$ cat config.mk
export PLATFORM = sky130hd
export DESIGN_NAME = image_frame_packer
export DESIGN_NICKNAME = d
export VERILOG_FILES = /design/src/rtl/image_frame_packer.sv
export SDC_FILE = /design/constraint.sdc
export NUM_CORES = 2
export LEC_CHECK = 0
export CAP_MARGIN = 20
export CORE_AREA = 2 2 323 325
export CTS_CLUSTER_DIAMETER = 40
export DETAILED_ROUTE_END_ITERATION = 6
export DIE_AREA = 0 0 325 327
export RECOVER_POWER = 25
export SETUP_SLACK_MARGIN = 0.3
export SLEW_MARGIN = 20
export SYNTH_ARGS = -nofsm -noshare
export SYNTH_HDL_FRONTEND = slang
export SYNTH_SLANG_ARGS = --single-unit
$ cat constraint.sdc
create_clock -name clk_i -period 5.1 [get_ports clk_i]
set_clock_uncertainty 0.05 [all_clocks]
set_input_delay 1.02 -clock clk_i [delete_from_list [all_inputs] [get_ports clk_i]]
set_output_delay 1.02 -clock clk_i [all_outputs]
set_load 0.01 [all_outputs]
$ cat src/rtl/image_frame_packer.sv
// Packs ROW_W-bit rows into one NUM_ROWS-row frame for the binary-image classifier.
// Latency: valid_o rises one cycle after the final row is accepted; rows go straight into the frame register.
// Backpressure: while a frame is pending, ready_o follows ready_i, so a row is accepted only when that frame leaves.
// Optional framing check: define IMAGE_FRAME_PACKER_SYNC_EN to add last_i/err_o.
module image_frame_packer #(
    parameter int ROW_W    = 28,
    parameter int NUM_ROWS = 28
) (
    input  logic                      clk_i,
    input  logic                      reset_ni,
    input  logic                      valid_i,
    input  logic [ROW_W-1:0]          data_i,
    output logic                      ready_o,
    output logic                      valid_o,
    output logic [ROW_W*NUM_ROWS-1:0] data_o,
    input  logic                      ready_i
`ifdef IMAGE_FRAME_PACKER_SYNC_EN
    ,
    input  logic                      last_i,
    output logic                      err_o
`endif
);

    localparam int FRAME_W = ROW_W * NUM_ROWS;
    localparam int CNT_W   = (NUM_ROWS > 1) ? $clog2(NUM_ROWS) : 1;
    localparam logic [CNT_W-1:0] LAST_ROW = CNT_W'(NUM_ROWS - 1);

    typedef enum logic {
        S_FILL = 1'b0,
        S_FULL = 1'b1
    } state_t;

    state_t             r_state;
    state_t             w_state_nxt;
    logic [CNT_W-1:0]   r_row_cnt;
    logic [CNT_W-1:0]   w_row_cnt_nxt;
    logic [FRAME_W-1:0] r_frame;
    logic               w_in_fire;
    logic               w_out_fire;
    logic               w_wr_en;
    logic [CNT_W-1:0]   w_wr_slot;
`ifdef IMAGE_FRAME_PACKER_SYNC_EN
    logic               w_err_nxt;
    logic               r_err;
`endif

    // While a frame is pending the only way to accept a row is for the classifier to take the frame
    // in the same cycle, so ready_i passes straight through. Held low during reset.
    assign ready_o    = reset_ni & ((r_state == S_FILL) | ready_i);
    assign valid_o    = (r_state == S_FULL);
    assign data_o     = r_frame;
    assign w_in_fire  = valid_i & ready_o;
    assign w_out_fire = (r_state == S_FULL) & ready_i;

    // State and row counter registers
    always_ff @(posedge clk_i) begin
        if (!reset_ni) begin
            r_state   <= S_FILL;
            r_row_cnt <= '0;
        end else begin
            r_state   <= w_state_nxt;
            r_row_cnt <= w_row_cnt_nxt;
        end
    end

    // Next-state, row-slot write select and framing error detection
    always_comb begin
        w_state_nxt   = r_state;
        w_row_cnt_nxt = r_row_cnt;
        w_wr_en       = 1'b0;
        w_wr_slot     = r_row_cnt;
`ifdef IMAGE_FRAME_PACKER_SYNC_EN
        w_err_nxt     = 1'b0;
`endif
        case (r_state)
            S_FILL: begin
                if (w_in_fire) begin
                    w_wr_en   = 1'b1;
                    w_wr_slot = r_row_cnt;
                    if (r_row_cnt == LAST_ROW) begin
                        w_state_nxt   = S_FULL;
                        w_row_cnt_nxt = '0;
                    end else begin
                        w_row_cnt_nxt = r_row_cnt + CNT_W'(1);
                    end
`ifdef IMAGE_FRAME_PACKER_SYNC_EN
                    // Early last: abandon the partial frame and restart at slot 0.
                    if (last_i && (r_row_cnt != LAST_ROW)) begin
                        w_row_cnt_nxt = '0;
                        w_err_nxt     = 1'b1;
                    end
                    // Missing last: the frame is still complete, only flag it.
                    if (!last_i && (r_row_cnt == LAST_ROW)) begin
                        w_err_nxt = 1'b1;
                    end
`endif
                end
            end
            S_FULL: begin
                if (w_out_fire) begin
                    w_state_nxt   = S_FILL;
                    w_row_cnt_nxt = '0;
                    // A row arriving with the frame release becomes row 0 of the next frame.
                    if (w_in_fire) begin
                        w_wr_en       = 1'b1;
                        w_wr_slot     = '0;
                        w_row_cnt_nxt = CNT_W'(1);
`ifdef IMAGE_FRAME_PACKER_SYNC_EN
                        if (last_i) begin
                            w_row_cnt_nxt = '0;
                            w_err_nxt     = 1'b1;
                        end
`endif
                    end
                end
            end
            default: begin
                w_state_nxt   = S_FILL;
                w_row_cnt_nxt = '0;
            end
        endcase
    end

    // Frame storage: the accepted row lands in its slot; other slots keep their old pixels
    always_ff @(posedge clk_i) begin
        if (!reset_ni) begin
            r_frame <= '0;
        end else if (w_wr_en) begin
            for (int r = 0; r < NUM_ROWS; r++) begin
                if (w_wr_slot == CNT_W'(r)) begin
                    r_frame[r*ROW_W +: ROW_W] <= data_i;
                end
            end
        end
    end

`ifdef IMAGE_FRAME_PACKER_SYNC_EN
    // One-cycle framing error pulse
    always_ff @(posedge clk_i) begin
        if (!reset_ni) begin
            r_err <= 1'b0;
        end else begin
            r_err <= w_err_nxt;
        end
    end

    assign err_o = r_err;
`endif

endmodule

==> metrics.txt <==
# TYPE chip_impl_metric gauge
chip_impl_info{name="status",value="complete, but fails checks"} 1
chip_impl_info{name="failed_checks",value="max-capacitance violations, max-slew violations"} 1
chip_impl_metric{name="fmaxAchievable",unit="MHz"} 240
chip_impl_metric{name="core_area",unit="um2"} 103000
chip_impl_metric{name="grt_first_pass_wirelength",unit="mm"} 166
chip_impl_metric{name="cts_inserted_buffers",unit=""} 118
chip_impl_metric{name="combinationalPowerShare",unit=""} 0.038
chip_impl_metric{name="fp.dieH",unit="um"} 327
chip_impl_metric{name="hold_viol",unit=""} 0
chip_impl_metric{name="finalMaxSlewViolations",unit=""} 366
chip_impl_metric{name="final_layout_size_suffix_gt1_frac",unit=""} 0.0855
chip_impl_metric{name="detailedPlacementHpwl",unit="mm"} 74.4
chip_impl_info{name="commonest_cells_after_routing_fill_and_taps_aside",value="790 x dfxtp_1, 678 x nand2_1, 672 x mux2i_1"} 1
chip_impl_metric{name="netSwitchingPower",unit="uW"} 3700
chip_impl_metric{name="setup_ws_post_layout",unit="ns"} 0.930
chip_impl_metric{name="detail_route.drc_violations",unit=""} 0
chip_impl_metric{name="worst-path-max-fanout",unit=""} 28
chip_impl_metric{name="worst_slew_pin_slew",unit="ns"} 2.76
chip_impl_metric{name="cts_hold_repair.buffers",unit=""} 0
chip_impl_info{name="cp_cell_sequence",value="dlygate4sd3_1 > and4bb_1 > nand4b_1 > clkbuf_1 > mux2i_1"} 1
chip_impl_metric{name="register_share_of_total_power",unit=""} 0.409
chip_impl_metric{name="postRouteWirelength",unit="mm"} 117
chip_impl_metric{name="slew-limit-headroom",unit=""} -0.840
chip_impl_metric{name="yosys_warnings",unit=""} 0
chip_impl_info{name="clockRootBuffer",value="clkbuf_16"} 1
chip_impl_metric{name="postRouteAntennaNets",unit=""} 0
chip_impl_metric{name="via_per_instance_ratio",unit=""} 4.65
chip_impl_metric{name="grt_max_degree",unit=""} 232
chip_impl_info{name="tritoncts",value="built"} 1
chip_impl_metric{name="synth_edf_count",unit=""} 0
chip_impl_metric{name="clk_pin_slew_worst_paths",unit="ns"} 0.06
chip_impl_metric{name="avgSynthCellArea",unit="um2"} 10.1
chip_impl_metric{name="synth.distinct_cells",unit=""} 44
chip_impl_metric{name="mappedNetlistNets",unit=""} 2890
chip_impl_metric{name="power.clock.fraction",unit=""} 0.553
chip_impl_metric{name="remaining_global_route_overflow",unit=""} 0
chip_impl_metric{name="post_cts_gate_resize_count",unit=""} 0
chip_impl_metric{name="p_sw_frac",unit=""} 0.243
chip_impl_metric{name="port_buf_inserts",unit=""} 817
chip_impl_metric{name="io_pins",unit=""} 818
chip_impl_metric{name="maxCapViolations",unit=""} 6
chip_impl_info{name="cp_slowest_cell",value="clkbuf_1"} 1
chip_impl_metric{name="finalCriticalPeriod",unit="ns"} 4.17
chip_impl_metric{name="min_period_over_period",unit=""} 0.818
chip_impl_info{name="ys_dominant_reg_cell",value="dfxtp_1"} 1
chip_impl_info{name="min_path_type",value="flip-flop to flip-flop"} 1
chip_impl_metric{name="ir_worst_vdd",unit="V"} 0.000276
chip_impl_metric{name="fp.dieArea",unit="um2"} 106000
chip_impl_metric{name="drt_pre_antenna_iters",unit=""} 7
chip_impl_metric{name="power_report.internal_total",unit="uW"} 11500
chip_impl_info{name="worst_setup_path_end_kind",value="flip-flop"} 1
chip_impl_metric{name="site_rows",unit=""} 118
chip_impl_metric{name="htree_num_levels",unit=""} 3
chip_impl_info{name="grt_setup_unrepaired",value="false"} 1
chip_impl_metric{name="synth_seq_area_share",unit=""} 0.550
chip_impl_metric{name="placement.setup.worst_slack",unit="ns"} 1.34
chip_impl_metric{name="first_global_vias",unit=""} 23164
chip_impl_metric{name="worst_path_max_stage_delay",unit="ns"} 1.89
chip_impl_metric{name="cts_sinks",unit=""} 790
chip_impl_metric{name="synth_area",unit="um2"} 28800
chip_impl_metric{name="power_density_relative_to_cell_area",unit="nW/um2"} 361
chip_impl_metric{name="detail_route.iter0.violations",unit=""} 1591
chip_impl_metric{name="num-nets-final",unit=""} 3613
chip_impl_metric{name="post_cts.repair.setup_buffers",unit=""} 0
chip_impl_metric{name="clk_latency",unit="ns"} 0.67
chip_impl_metric{name="count_of_final_setup_violators",unit=""} 0
chip_impl_metric{name="power.static_leakage",unit="uW"} 0.0181
chip_impl_info{name="mostFrequentLayoutCell",value="dfxtp_1"} 1
chip_impl_info{name="path_class",value="primary input to flip-flop"} 1
chip_impl_metric{name="ctsLongestPathBuffers",unit=""} 3
chip_impl_metric{name="start_util",unit=""} 0.280
chip_impl_metric{name="final-instance-count-excl-fill",unit=""} 5070
chip_impl_metric{name="routed_vias",unit=""} 23558
chip_impl_metric{name="ys_seq_elements",unit=""} 790
chip_impl_metric{name="post_synthesis_cells",unit=""} 2857
chip_impl_metric{name="gp_congestion",unit=""} 0.805
chip_impl_metric{name="timing.setup.tns",unit="ns"} 0
chip_impl_metric{name="grt_antenna_before_repair",unit=""} 6
chip_impl_metric{name="timing.critical_path.buf_inv",unit=""} 2
chip_impl_info{name="largest_delay_contributor_family_on_the_critical_path",value="buffers and inverters"} 1
chip_impl_metric{name="groute.usage.overall",unit=""} 0.211
chip_impl_metric{name="die_span_in_x",unit="um"} 325
chip_impl_metric{name="critPathRequiredTime",unit="ns"} 5.51
chip_impl_metric{name="placed_cell_count",unit=""} 4840
chip_impl_metric{name="asyncSetResetFlopFracSynth",unit=""} 0
chip_impl_metric{name="arrival",unit="ns"} 4.58
chip_impl_metric{name="flow.area_growth_from_synthesis",unit="%"} 46.5
chip_impl_info{name="worstSetupStartpointType",value="primary input"} 1
chip_impl_metric{name="routed_wire_length_per_instance",unit="um"} 23.1
==> stage by stage <==
stage          utilization  total power, uW  cell area [um2]  hold slack (ns)
5_1_grt              0.410            15700            42100            0.416
4_1_cts              0.410            15400            42200            0.405
3_5_place_dp         0.369             6940            38000            0.395
6_report             0.410            15200            42200            0.401
2_1_floorplan            -             6630            28800            0.429
3_3_place_gp         0.369             6940            38000            0.391
==> power groups by stage <==
stage | Sequential (uW) | Clock (uW) | Combinational (uW)
CTS | 6220 | 8580 | 587
detailed placement | 6350 | 0 | 586
global route | 6220 | 8840 | 604
floorplan | 6360 | 0 | 276
global placement | 6350 | 0 | 589
finish | 6220 | 8420 | 577
==> registers in the layout (all words and copies together), names as in the netlist <==
signal,cells
data_o,784
valid_o,1
r_row_cnt,5
==> worst reg2reg max path: stages (launching register included) <==
cell and delay [ns]:
dfxtp_1 0.77, nor2b_1 0.27, nand4b_1 0.24, clkbuf_1 1.89, mux2i_1 0.30
==> kinds of logic after synthesis <==
group,share of synthesized area
flops,0.550
mux,0.234
simple gates,0.128
buf+inv,0.0458
compound gates,0.0426
fa+ha+maj,0.000435
==> cell type report <==
type                       count  area (um2)
fill                       10089       60800
sequential                   790       15800
multi-input combinational   1791       11800
timing repair buffer         876        8600
clock buffer                 147        3290
tap                         1380        1730
clock inverter                78         877
inverter                       3        12.5
antenna                        5        12.5
==> synth_stat cells (all sizes together) (4+ instances only) <==
cell,instances,area share
mux2i,672,0.23
nand4b,6,0.0018
nor4,4,0.00087
a21oi,115,0.020
nand2,705,0.092
o21ai,112,0.019
clkbuf,139,0.018
dfxtp,790,0.55
nand3,119,0.021
nor2b,5,0.0011
nand4,10,0.0024
buf,134,0.027
==> routing by layer <==
| metal | track usage | part of all wire | vias to the layer above |
|---|---|---|---|
| met3 | 0.0665 | 0.077 | 210 |
| met2 | 0.353 | 0.48 | 849 |
| met4 | 0.0897 | 0.038 | 2 |
| met1 | 0.249 | 0.41 | 11408 |
| li1 | - | - | 11089 |
| met5 | 0 | 0.00011 | - |
==> path summary, 6_finish.rpt <==
kind                     start     endpoint  slack, ns  cells past startpoint
setup / recovery       valid_i  data_o[527]       0.93                      5
hold / removal     data_o[327]  data_o[327]       0.40                      2
setup reg to reg  r_row_cnt[0]  data_o[527]       1.38                      4
hold reg to reg    data_o[327]  data_o[327]       0.40                      2
Note: power is estimated with default switching activity, not from simulation.
